$ cat src/rtl/stream_cipher_pkg.sv
// Shared definitions for the 8-bit LFSR stream cipher. The encryptor and decryptor both use
// this package, so their keystreams are generated by the same code.
package stream_cipher_pkg;

  localparam int N = 8;
  localparam logic [N-1:0] SEED = 8'hCD;
  localparam logic [N-1:0] TAP  = 8'hB8;

  typedef enum logic [1:0] {IDLE, RUN, FLUSH} state_e;

  // Fibonacci step: the feedback bit is the parity of the tapped bits 7,5,4,3.
  function automatic logic [N-1:0] lfsr_next(input logic [N-1:0] key);
    return {key[N-2:0], ^(key & TAP)};
  endfunction

endpackage

$ cat src/rtl/sc_fifo.sv
// Small first-word-fall-through FIFO. The head entry is driven from storage registers,
// and full/empty come from a registered occupancy count.
module sc_fifo #(
  parameter int DEPTH = 2,
  parameter int W     = 9
) (
  input  logic         clk,
  input  logic         reset_n,
  input  logic         push,
  input  logic [W-1:0] din,
  input  logic         pop,
  output logic [W-1:0] dout,
  output logic         full,
  output logic         empty
);

  localparam int AW = (DEPTH > 1) ? $clog2(DEPTH) : 1;

  logic [W-1:0]  mem [DEPTH];
  logic [AW-1:0] wr_ptr;
  logic [AW-1:0] rd_ptr;
  logic [AW:0]   count;
  logic          do_push;
  logic          do_pop;

  assign do_push = push && !full;
  assign do_pop  = pop && !empty;

  always_ff @(posedge clk or negedge reset_n) begin
    if (!reset_n) begin
      for (int i = 0; i < DEPTH; i++) mem[i] <= '0;
      wr_ptr <= '0;
      rd_ptr <= '0;
      count  <= '0;
    end else begin
      if (do_push) begin
        mem[wr_ptr] <= din;
        wr_ptr      <= wr_ptr + AW'(1);
      end
      if (do_pop) rd_ptr <= rd_ptr + AW'(1);
      case ({do_push, do_pop})
        2'b10:   count <= count + (AW+1)'(1);
        2'b01:   count <= count - (AW+1)'(1);
        default: count <= count;
      endcase
    end
  end

  assign dout  = mem[rd_ptr];
  assign full  = (count == (AW+1)'(DEPTH));
  assign empty = (count == '0);

endmodule

$ cat src/rtl/stream_decipher_rx.sv
// Receive-side stream decipher: XORs each ciphertext byte with the regenerated LFSR keystream
// and queues plaintext in a small output FIFO. The keystream reseeds at every frame end.
module stream_decipher_rx #(
  parameter int             N        = stream_cipher_pkg::N,
  parameter logic [N-1:0]   SEED     = stream_cipher_pkg::SEED,
  parameter int             FIFO_DEP = 2,
  parameter int             CNT_W    = 16
) (
  input  logic                      clk,
  input  logic                      reset_n,
  input  logic                      dec_en,
  input  logic                      seed_load,
  input  logic [N-1:0]              seed,
  input  logic                      s_valid,
  output logic                      s_ready,
  input  logic [N-1:0]              s_data,
  input  logic                      s_last,
  output logic                      m_valid,
  input  logic                      m_ready,
  output logic [N-1:0]              m_data,
  output logic                      m_last,
  output logic [CNT_W-1:0]          byte_cnt,
  output logic                      seed_err,
  output stream_cipher_pkg::state_e state_dbg
);

  import stream_cipher_pkg::*;

  localparam int W = N + 1;

  state_e         state;
  state_e         state_nxt;
  logic [N-1:0]   key;
  logic           accept;
  logic           pop;
  logic           flush_done;
  logic           load_ok;
  logic           fifo_full;
  logic           fifo_empty;
  logic [W-1:0]   fifo_din;
  logic [W-1:0]   fifo_dout;

  // Handshake: a transfer happens on a rising edge where valid and ready are both high.
  // s_ready depends only on registered state, never on s_valid or m_ready.
  assign s_ready    = (state == RUN) && !fifo_full;
  assign accept     = s_valid && s_ready;
  assign m_valid    = !fifo_empty;
  assign pop        = m_valid && m_ready;
  assign flush_done = (state == FLUSH) && fifo_empty;
  assign load_ok    = seed_load && (state != FLUSH);
  assign fifo_din   = {s_last, dec_en ? (s_data ^ key) : s_data};
  assign m_last     = fifo_dout[W-1];
  assign m_data     = fifo_dout[N-1:0];
  assign state_dbg  = state;

  always_ff @(posedge clk or negedge reset_n) begin
    if (!reset_n) state <= IDLE;
    else          state <= state_nxt;
  end

  always_comb begin
    state_nxt = state;
    case (state)
      IDLE:    state_nxt = RUN;
      RUN:     if (accept && s_last) state_nxt = FLUSH;
      FLUSH:   if (fifo_empty) state_nxt = RUN;
      default: state_nxt = IDLE;
    endcase
  end

  // Frame-end reseed beats a seed load, and a seed load beats the keystream advance.
  always_ff @(posedge clk or negedge reset_n) begin
    if (!reset_n) begin
      key      <= SEED;
      seed_err <= 1'b0;
    end else if (flush_done) begin
      key <= SEED;
    end else if (load_ok) begin
      if (seed == '0) seed_err <= 1'b1;
      else            key      <= seed;
    end else if (accept && dec_en) begin
      key <= lfsr_next(key);
    end
  end

  always_ff @(posedge clk or negedge reset_n) begin
    if (!reset_n)        byte_cnt <= '0;
    else if (flush_done) byte_cnt <= '0;
    else if (accept)     byte_cnt <= byte_cnt + CNT_W'(1);
  end

  sc_fifo #(
    .DEPTH (FIFO_DEP),
    .W     (W)
  ) u_fifo (
    .clk     (clk),
    .reset_n (reset_n),
    .push    (accept),
    .din     (fifo_din),
    .pop     (pop),
    .dout    (fifo_dout),
    .full    (fifo_full),
    .empty   (fifo_empty)
  );

endmodule

$ cat config.mk
export PLATFORM = sky130hd
export DESIGN_NAME = stream_decipher_rx
export DESIGN_NICKNAME = d
export VERILOG_FILES = /design/src/rtl/stream_cipher_pkg.sv /design/src/rtl/sc_fifo.sv /design/src/rtl/stream_decipher_rx.sv
export SDC_FILE = /design/constraint.sdc
export NUM_CORES = 1
export LEC_CHECK = 0
export CORE_ASPECT_RATIO = 0.5
export CORE_UTILIZATION = 30
export DETAILED_ROUTE_END_ITERATION = 12
export GPL_TIMING_DRIVEN = 0
export PLACE_DENSITY = 0.54
export SLEW_MARGIN = 20
export SYNTH_ARGS = -nofsm -noshare
export SYNTH_HDL_FRONTEND = slang
export SYNTH_SLANG_ARGS = --single-unit
$ cat constraint.sdc
create_clock -name clk -period 1.6 [get_ports clk]
set_input_delay 0.32 -clock clk [delete_from_list [all_inputs] [get_ports clk]]
set_output_delay 0.32 -clock clk [all_outputs]
set_load 0.02 [all_outputs]
==> results of run 1 <==
state kept, by name, indices dropped and copies added (netlist names):
register / flops
state_dbg: 2
key: 8
u_fifo.count: 2
u_fifo.mem: 18
u_fifo.rd_ptr: 1
byte_cnt: 16
seed_err: 1
u_fifo.wr_ptr: 1
cells in the final DEF, fill, tap and decap left out, types with 4 or more instances in the layout:
cell,count
nand2_1,16
a21oi_1,6
clkdlybuf4s50_1,21
dlygate4sd2_1,16
dfstp_2,5
buf_4,15
inv_1,6
xor2_1,7
mux2_4,21
clkbuf_16,5
nor2_1,19
dfrtp_1,38
nand3_1,4
nor3_1,5
xnor2_1,22
mux2_2,8
o21ai_0,4
dfrtp_2,6
buf_6,15
clkbuf_1,4
cell type report:
cell class | count | share of cell area
sequential | 49 | 0.345
multi-input combinational | 157 | 0.368
buffer | 2 | 0.00243
inverter | 8 | 0.00939
clock buffer | 8 | 0.0379
tap | 108 | 0.0376
timing repair buffer | 73 | 0.200
per-layer routing:
layer / wire length, um / part of all wire
met5: 0 / 0
met4: 46 / 0.0081
met3: 194 / 0.034
met2: 2750 / 0.48
met1: 2710 / 0.48
kinds of logic (layout without fill, tap and decap cells):
group | Yosys count | in the layout | share of synthesized area
flops | 49 | 49 | 0.503
simple gates | 73 | 73 | 0.153
mux | 32 | 32 | 0.152
compound gates | 21 | 21 | 0.0567
buf+inv | 12 | 91 | 0.0215
fa+ha+maj | 2 | 2 | 0.0102
xor+xnor | 29 | 29 | 0.104
where the power goes:
group / switching (W) / internal, W / total, W
clock network: 0.000431 / 0.000582 / 0.00101
registers: 0.000406 / 0.00177 / 0.00218
logic: 0.00145 / 0.00198 / 0.00342
worst reg2reg max path: stages (launching register included):
cell and delay (ns):
dfrtp_1 0.40, nand2b_4 0.17, and3_4 0.22, and2_4 0.17, o21ai_4 0.28, mux2_4 0.33
per-stage QoR:
step	cells	util	power [W]	TNS (ns)
finish	405	0.472	0.00662	-0.941
global route	405	0.472	0.00706	-2.58
CTS	396	0.441	0.00607	-0.898
detailed placement	378	0.411	0.00494	-17.78
global placement	377	0.408	0.00488	-73.88
floorplan	218	-	0.00395	-0.929
what timing repair did:
| item | in CTS | in global routing |
|---|---|---|
| setup buffers | 12 | 9 |
| gates resized for setup | 82 | 45 |
| pin swaps | 7 | 3 |
| endpoints found under the setup margin | 63 | 34 |
| gates cloned | 0 | 0 |
worst paths after layout:
path / slack [ns] / to / cells after the start
worst max register to register: -0.08 / key[4] / 5
worst min register to register: 0.47 / seed_err / 1
worst min-delay path: 0.09 / byte_cnt[12] / 1
worst max-delay path: -0.08 / key[4] / 5
min in group clk: 0.47 / seed_err / 1
max in group asynchronous: 0.87 / key[0] / 2
==> impl_metrics.yaml, run 1 <==
synthesis:
  netlist.area_leader.share: 0.449
  async_reset_ff_frac: 1.00
  synthFlopType: "dfrtp_1"
  netlist_area_um2: 2450
  synth_cell_types: 38
  yosysWarnings: 0
  synth_edf_count: 0
  synth_common_cells: "dfrtp_1, mux2_2, xnor2_1"
  syn_inst: 218
  ys_seq_area_frac: 0.503
  yosysTopAreaCell: "dfrtp_1"
  ys_ff_latch: 49
  synth.most_common_cell: "dfrtp_1"
  synth_area_leaders: "dfrtp_1, mux2_2, xnor2_1, dfstp_2, nor2_1"
  syn_area_per_cell_um2: 11.2
  synth_nets: 243
sta:
  period_share: 1.05
  rsz0062_at_grt: "true"
  drv_slew: 0
  hold_viol_final: 0
  layout_min_cycle_time_ns: 1.68
  worst_slack_ns: -0.0756
  tightest_slew_ns: 0.727
  clock.fmax_ghz: 0.597
  setup_viol: 17
  slew_headroom: 0.515
  holdWs_ns: 0.0882
  final.setup_skew_ns: 0.00629
floorplan:
  core_um2: 7620
  start_util: 0.321
  dieWidth_um: 130
  rows: 22
  die_height_um: 65.9
  dieArea_um2: 8550
  ioPinCount: 53
critical_path:
  cpMaxStageDelayCell: "dfrtp_1"
  critPathTopFamily: "simple AND/OR/NAND/NOR gates"
  end_kind: "flop"
  cp_max_fo: 6
  crit_buf_inv: 0
  reg2reg_from: "u_fifo.count[0]"
  crit_arrival_ns: 1.84
  max_stage_delay_ns: 0.40
  critical_path_class: "reg2reg"
  crit_path_start: "u_fifo.count[0]"
  cp_cell_sequence: "nand2b_4 -> and3_4 -> and2_4 -> o21ai_4 -> mux2_4"
  startpoint_type: "flop"
  required_ns: 1.77
finish:
  layout-drive-gt1-share: 0.343
  nNetsFinal: 321
  multi_input_area_um2: 1320
  fin_area_um2: 3600
  area_delta_synth_final_pct: 46.8
  register_area_um2: 1240
  fillerInstances: 708
  n_antenna_cell: 0
cts:
  h-tree-depth: 2
  cts.sinks: 49
  cts_buffers: 5
  cts.clk_slew.worst_paths_ns: 0.06
  hold_buffers: 0
  clockRootBuffer: "clkbuf_16"
  clk_latency_ns: 0.28
  clock_tree.buffer_depth: 2
  cts_tree: "built"
power_and_ir_drop:
  p_per_area_nw_per_um2: 1840
  p_leak_nw: 1.64
  vdd_ir_drop_max_mv: 0.639
global_route:
  grt_pass1_vias: 1906
  grt_pass1_wl_um: 9280
  grt_max_degree: 31
  met1_usage: 0.183
  antenna_found_initial: 0
  grt_use_total: 0.143
  gr-max-usage-layer: "met2"
  grtUsageMet2: 0.241
  grt.overflow.total: 0
  use_met3: 0.0388
min_path:
  hp-class: "in2async"
detailed_routing:
  first_pass_iters: 4
  drt_iter0_markers: 123
  antenna_left: 0
  wl_per_cell_um: 14.1
  drc: 0
  wl_um: 5690
  vias: 1859
  viasPerCell: 4.59
placement:
  io_buffers: 51
  gp_congestion: 0.819
  dpl_cell_area_um2: 3130
  dp_slack_ns: -0.512
  dpl.hpwl_um: 3850
outcome:
  status: "finished with violations"
  violations: "negative setup slack"
flow_run:
  drv_cap: 0
Power figures use the tool's default switching activity.
==> run 2, diff against run 1 <==
--- a/config.mk
+++ b/config.mk
@@ -9,6 +9,7 @@
 export CORE_UTILIZATION = 30
 export DETAILED_ROUTE_END_ITERATION = 12
 export GPL_TIMING_DRIVEN = 0
+export HOLD_SLACK_MARGIN = 0.12
 export PLACE_DENSITY = 0.54
 export SLEW_MARGIN = 20
 export SYNTH_ARGS = -nofsm -noshare
==> run 2 against run 1 <==
The run still ends with negative setup slack left. Non-clock buffer count rose by 1. Clock skew barely moved. Utilization up 0.13 points. Worst setup slack hardly changed. Design area grew 0.28%. Critical path type unchanged.
==> impl_metrics.yaml, run 2 (synthesis gave the netlist of run 1 again) <==
finish:
  largest-register: "u_fifo.mem"
  n_antenna_cell: 0
  nNetsFinal: 322
  final_cell_mix: "dfrtp_1, xnor2_1, mux2_4, clkdlybuf4s50_1, nor2_1"
  top_regs: "u_fifo.mem: 18 flops, byte_cnt: 16 flops, key: 8 flops"
  layout-drive-gt1-share: 0.342
  area_delta_synth_final_pct: 47.2
  layout.cells.non_filler: 406
  mostFrequentLayoutCell: "dfrtp_1"
  largest_register_ffs: 18
outcome:
  status: "finished with violations"
  violations: "negative setup slack"
sta:
  hold_viol_final: 0
  tightest_slew_ns: 0.733
  rsz0062_at_grt: "true"
  layout_min_cycle_time_ns: 1.68
  tns_ns: -0.947
  period_share: 1.05
  clock.fmax_ghz: 0.597
  holdWs_ns: 0.466
  drv_slew: 0
  setup_viol: 17
  worst_slack_ns: -0.0752
  final.setup_skew_ns: 0.00629
  slew_headroom: 0.511
floorplan:
  rows: 22
  ioPinCount: 53
  die_height_um: 65.9
  dieArea_um2: 8550
  start_util: 0.321
  core_um2: 7620
  dieWidth_um: 130
global_route:
  grt.overflow.total: 0
  grt_use_total: 0.144
  grt_pass1_vias: 1916
  grt_max_degree: 31
  antenna_found_initial: 0
  grt_pass1_wl_um: 9340
detailed_routing:
  first_pass_iters: 4
  vias: 1869
  wl_per_cell_um: 14.2
  viasPerCell: 4.60
  drt_iter0_markers: 118
  antenna_left: 0
  wl_um: 5780
  drc: 0
placement:
  dp.cells: 378
  dpl.hpwl_um: 3850
  io_buffers: 51
  gp_congestion: 0.819
critical_path:
  startpoint_type: "flop"
  crit_arrival_ns: 1.84
  end_kind: "flop"
  cp_max_fo: 6
  required_ns: 1.77
  critical_path_class: "reg2reg"
power_and_ir_drop:
  pwr-share-seq: 0.330
  vdd_ir_drop_max_mv: 0.640
  combPwrFrac: 0.517
  p_per_area_nw_per_um2: 1830
  clockPowerShare: 0.153
  p_leak_nw: 1.64
  p_int_w: 0.00433
  p_sw_w: 0.00228
  swShare: 0.345
cts:
  cts.clk_slew.worst_paths_ns: 0.06
  clock_tree.buffer_depth: 2
  cts.sinks: 49
  clockRootBuffer: "clkbuf_16"
  cts_buffers: 5
  cts_tree: "built"
  clk_latency_ns: 0.28
  h-tree-depth: 2
flow_run:
  drv_cap: 0
min_path:
  hp-class: "reg2reg"
-- run 2: cell types whose count changed in the layout (fill, tap and decap cells not counted) --
cell,change
dlygate4sd3_1,+1
-- run 2: worst max-delay path, cell delays in order (launching register included) --
cell and delay (ns):
dfrtp_1 0.40, nand2b_4 0.17, and3_4 0.22, and2_4 0.17, o21ai_4 0.28, mux2_4 0.33
-- run 2: metrics by stage --
step	util	worst slack, ns	cell area (um2)	power [W]
after CTS	0.442	-0.0916	3370	0.00607
final	0.473	-0.0752	3610	0.00662
after detailed placement	0.411	-0.512	3130	0.00494
after floorplan	-	-0.121	2460	0.00395
after global placement	0.408	-1.38	3110	0.00488
after global routing	0.473	-0.144	3610	0.00706
-- run 2: what timing repair did --
action | 4_1_cts | 5_1_grt
hold buffers | 1 | 0
buffers inserted | 12 | 9
pin swaps | 7 | 3
endpoints found under the hold margin | 24 | 0
resized for setup | 82 | 45
setup endpoints to repair | 63 | 34
-- run 2: layout make-up --
class                           count  area [um2]
Inverter                            8        33.8
Sequential cell                    49        1240
Buffer                              2        8.76
Multi-Input combinational cell    157        1320
Tap cell                          108         135
Fill cell                         704        4020
Clock buffer                        8         136
Timing Repair Buffer               74         731
-- run 2: worst paths after layout --
path | start | end | slack (ns) | depth (start not counted)
setup / recovery | u_fifo.count[0] | key[4] | -0.08 | 5
hold / removal | seed_err | seed_err | 0.47 | 1
setup reg to reg | u_fifo.count[0] | key[4] | -0.08 | 5
hold reg to reg | seed_err | seed_err | 0.47 | 1
max in group asynchronous | reset_n | key[0] | 0.31 | 3
min in group asynchronous | reset_n | byte_cnt[12] | 0.65 | 2
-- run 2: power by group through the flow --
stage / Sequential [W] / Clock (W) / Combinational, W
6_report: 0.00218 / 0.00101 / 0.00342
5_1_grt: 0.00225 / 0.00111 / 0.00370
4_1_cts: 0.00215 / 0.00105 / 0.00287
3_5_place_dp: 0.00217 / 0 / 0.00277
3_3_place_gp: 0.00215 / 0 / 0.00274
2_1_floorplan: 0.00217 / 0 / 0.00178
-- run 2: layer usage --
layer	global-route usage	vias to the layer above	share of wire
met1	0.184	931	0.47
met2	0.243	27	0.49
li1	-	906	-
met5	0	-	0
met3	0.0388	5	0.033
met4	0.0349	0	0.0080
==> run 3, diff against run 2 <==
--- a/config.mk
+++ b/config.mk
@@ -6,12 +6,15 @@
 export NUM_CORES = 1
 export LEC_CHECK = 0
 export CORE_ASPECT_RATIO = 0.5
+export CORE_MARGIN = 2
 export CORE_UTILIZATION = 30
+export CTS_CLUSTER_DIAMETER = 120
 export DETAILED_ROUTE_END_ITERATION = 12
 export GPL_TIMING_DRIVEN = 0
 export HOLD_SLACK_MARGIN = 0.12
-export PLACE_DENSITY = 0.54
+export PLACE_DENSITY = 0.53
 export SLEW_MARGIN = 20
 export SYNTH_ARGS = -nofsm -noshare
 export SYNTH_HDL_FRONTEND = slang
+export SYNTH_HIERARCHICAL = 1
 export SYNTH_SLANG_ARGS = --single-unit
==> run 3 against run 2 <==
The run still ends with negative setup slack left. Combinational power grew 30%. Power up 21%. Sequential power increased by 7%. Sequential share of layout area shrank 3.3 points. Critical endpoint is now u_fifo/mem[10]. Largest cell class unchanged. Largest power group unchanged.
==> impl_metrics.yaml, run 3 <==
floorplan:
  core_um2: 8200
  start_util: 0.318
  rows: 23
  die_height_um: 69.9
  dieArea_um2: 9490
  ioPinCount: 53
  dieWidth_um: 136
power_and_ir_drop:
  clockPowerShare: 0.151
  total_power_w: 0.00799
  p_per_area_nw_per_um2: 2000
  combPwrFrac: 0.556
  p_int_w: 0.00517
  p_leak_nw: 1.88
  vdd_ir_drop_max_mv: 0.834
  p_sw_w: 0.00283
  swShare: 0.353
  pwr-share-seq: 0.293
critical_path:
  cpMaxStageDelayCell: "dfrtp_2"
  crit_buf_inv: 4
  crit_arrival_ns: 2.00
  critPathTopFamily: "simple AND/OR/NAND/NOR gates"
  startpoint_type: "flop"
  critical_path_class: "reg2reg"
  max_stage_delay_ns: 0.43
  end_kind: "flop"
  cp_cell_sequence: "nand2b_4 -> inv_4 -> nand4bb_4 -> clkinv_4 -> buf_8 -> nor3b_4 -> buf_6 -> mux2_4"
  required_ns: 1.78
  cp_max_fo: 5
sta:
  worst_slack_ns: -0.227
  clock.fmax_ghz: 0.547
  tightest_slew_ns: 0.647
  rsz0062_at_grt: "true"
  hold_viol_final: 0
  layout_min_cycle_time_ns: 1.83
  slew_headroom: 0.569
  drv_slew: 0
  final.setup_skew_ns: 0.00665
  period_share: 1.14
  setup_viol: 42
finish:
  area_delta_synth_final_pct: 53.0
  final_cell_mix: "dfrtp_1, mux2_4, buf_6"
  mostFrequentLayoutCell: "dfrtp_1"
  layout.cells.non_filler: 430
  n_antenna_cell: 0
  largest_register_ffs: 18
  nNetsFinal: 342
  fillerInstances: 745
  largest-register: "u_fifo/mem"
  top_regs: "u_fifo/mem: 18 flops, byte_cnt: 16 flops, key: 8 flops"
  layout-drive-gt1-share: 0.399
placement:
  dpl.hpwl_um: 4210
  dp.cells: 388
  dp_slack_ns: -0.538
  gp_congestion: 0.814
  io_buffers: 51
synthesis:
  netlist.area_leader.share: 0.422
  synth_nets: 250
  ys_ff_latch: 49
  synth_cell_types: 49
  yosysTopAreaCell: "dfrtp_1"
  synth_edf_count: 0
  synth_common_cells: "dfrtp_1, mux2_2, nand2_1"
  yosysWarnings: 6
  syn_area_per_cell_um2: 11.6
  synthFlopType: "dfrtp_1"
  synth_area_leaders: "dfrtp_1, mux2_2, xnor2_1, dfstp_2, nand2_1"
  syn_inst: 225
  ys_seq_area_frac: 0.473
  netlist_area_um2: 2610
  async_reset_ff_frac: 1.00
  synth.most_common_cell: "dfrtp_1"
min_path:
  hp-class: "reg2reg"
global_route:
  antenna_found_initial: 0
  grt_pass1_vias: 2127
  grt_pass1_wl_um: 10600
  grt_max_degree: 50
  grt.overflow.total: 0
  grt_use_total: 0.142
cts:
  cts.sinks: 49
  cts_tree: "built"
  clk_latency_ns: 0.29
  clockRootBuffer: "clkbuf_16"
  clock_tree.buffer_depth: 2
  h-tree-depth: 2
  cts.clk_slew.worst_paths_ns: 0.07
  cts_buffers: 5
detailed_routing:
  antenna_left: 0
  first_pass_iters: 4
  viasPerCell: 4.69
  vias: 2018
  wl_per_cell_um: 15.5
  wl_um: 6680
  drc: 0
  drt_iter0_markers: 76
flow_run:
  drv_cap: 0
outcome:
  violations: "negative setup slack"
  status: "finished with violations"
[run 3: kinds of logic (layout without fill, tap and decap cells)]
group	count (synthesis)	in the layout	synth area share
buf+inv	16	109	0.0360
fa+ha+maj	2	2	0.00960
xor+xnor	27	27	0.0907
mux	35	35	0.153
flops	49	49	0.473
simple gates	75	75	0.169
compound gates	21	21	0.0682
[run 3: per-layer routing]
metal / up-vias / global-route usage / share of wire
li1: 976 / - / -
met1: 1000 / 0.190 / 0.48
met2: 35 / 0.233 / 0.47
met3: 7 / 0.0356 / 0.038
met4: 0 / 0.0336 / 0.012
met5: - / 0 / 0
[run 3: area by class of cell]
class / instances / area (um2) / share of cell area
multi-input cells: 160 / 1490 / 0.375
flip-flops and latches: 49 / 1240 / 0.310
repair buffers: 86 / 833 / 0.209
well taps: 112 / 140 / 0.0351
clock buffers: 6 / 129 / 0.0323
plain buffers: 8 / 81.3 / 0.0204
clock inverters: 2 / 38.8 / 0.00973
inverters: 7 / 33.8 / 0.00847
[run 3: what timing repair did]
action	4_1_cts	5_1_grt
hold endpoints to repair	44	0
hold buffers	1	0
cloned	2	0
endpoints found under the setup margin	72	53
setup buffers	24	10
pin swaps	15	9
resized for setup	100	46
[run 3: stage by stage]
| stage | hold WS [ns] | util | setup TNS, ns | instance area [um2] |
|---|---|---|---|---|
| after floorplan | 0.0244 | - | -4.73 | 2670 |
| after global placement | 0.446 | 0.405 | -79.48 | 3320 |
| after detailed placement | 0.396 | 0.405 | -18.01 | 3320 |
| after CTS | 0.465 | 0.459 | -6.25 | 3760 |
| after global routing | 0.482 | 0.486 | -9.18 | 3990 |
| final | 0.459 | 0.486 | -5.96 | 3990 |
[run 3: worst reg2reg max path: cells and delay by family (launching register included)]
kind | cells | cell delay (ns)
buffers and inverters | 4 | 0.39
flip-flops | 1 | 0.43
AND/OR/NAND/NOR | 3 | 0.58
multiplexers | 1 | 0.30
[run 3: final timing paths]
check / start / slack, ns / cells after the start / to
setup reg to reg: u_fifo/count[1] / -0.23 / 8 / u_fifo/mem[10]
max in group asynchronous: reset_n / 0.52 / 2 / u_fifo/count[1]
hold / removal: seed_err / 0.46 / 1 / seed_err
setup / recovery: u_fifo/count[1] / -0.23 / 8 / u_fifo/mem[10]
min in group asynchronous: reset_n / 0.59 / 2 / byte_cnt[4]
hold reg to reg: seed_err / 0.46 / 1 / seed_err
[run 3: power groups by stage]
| stage | logic [W] | clock network (W) | registers (W) |
|---|---|---|---|
| after floorplan | 0.00213 | 0 | 0.00235 |
| after global placement | 0.00329 | 0 | 0.00228 |
| after detailed placement | 0.00332 | 0 | 0.00230 |
| after CTS | 0.00376 | 0.00124 | 0.00230 |
| after global routing | 0.00477 | 0.00128 | 0.00242 |
| final | 0.00445 | 0.00121 | 0.00234 |
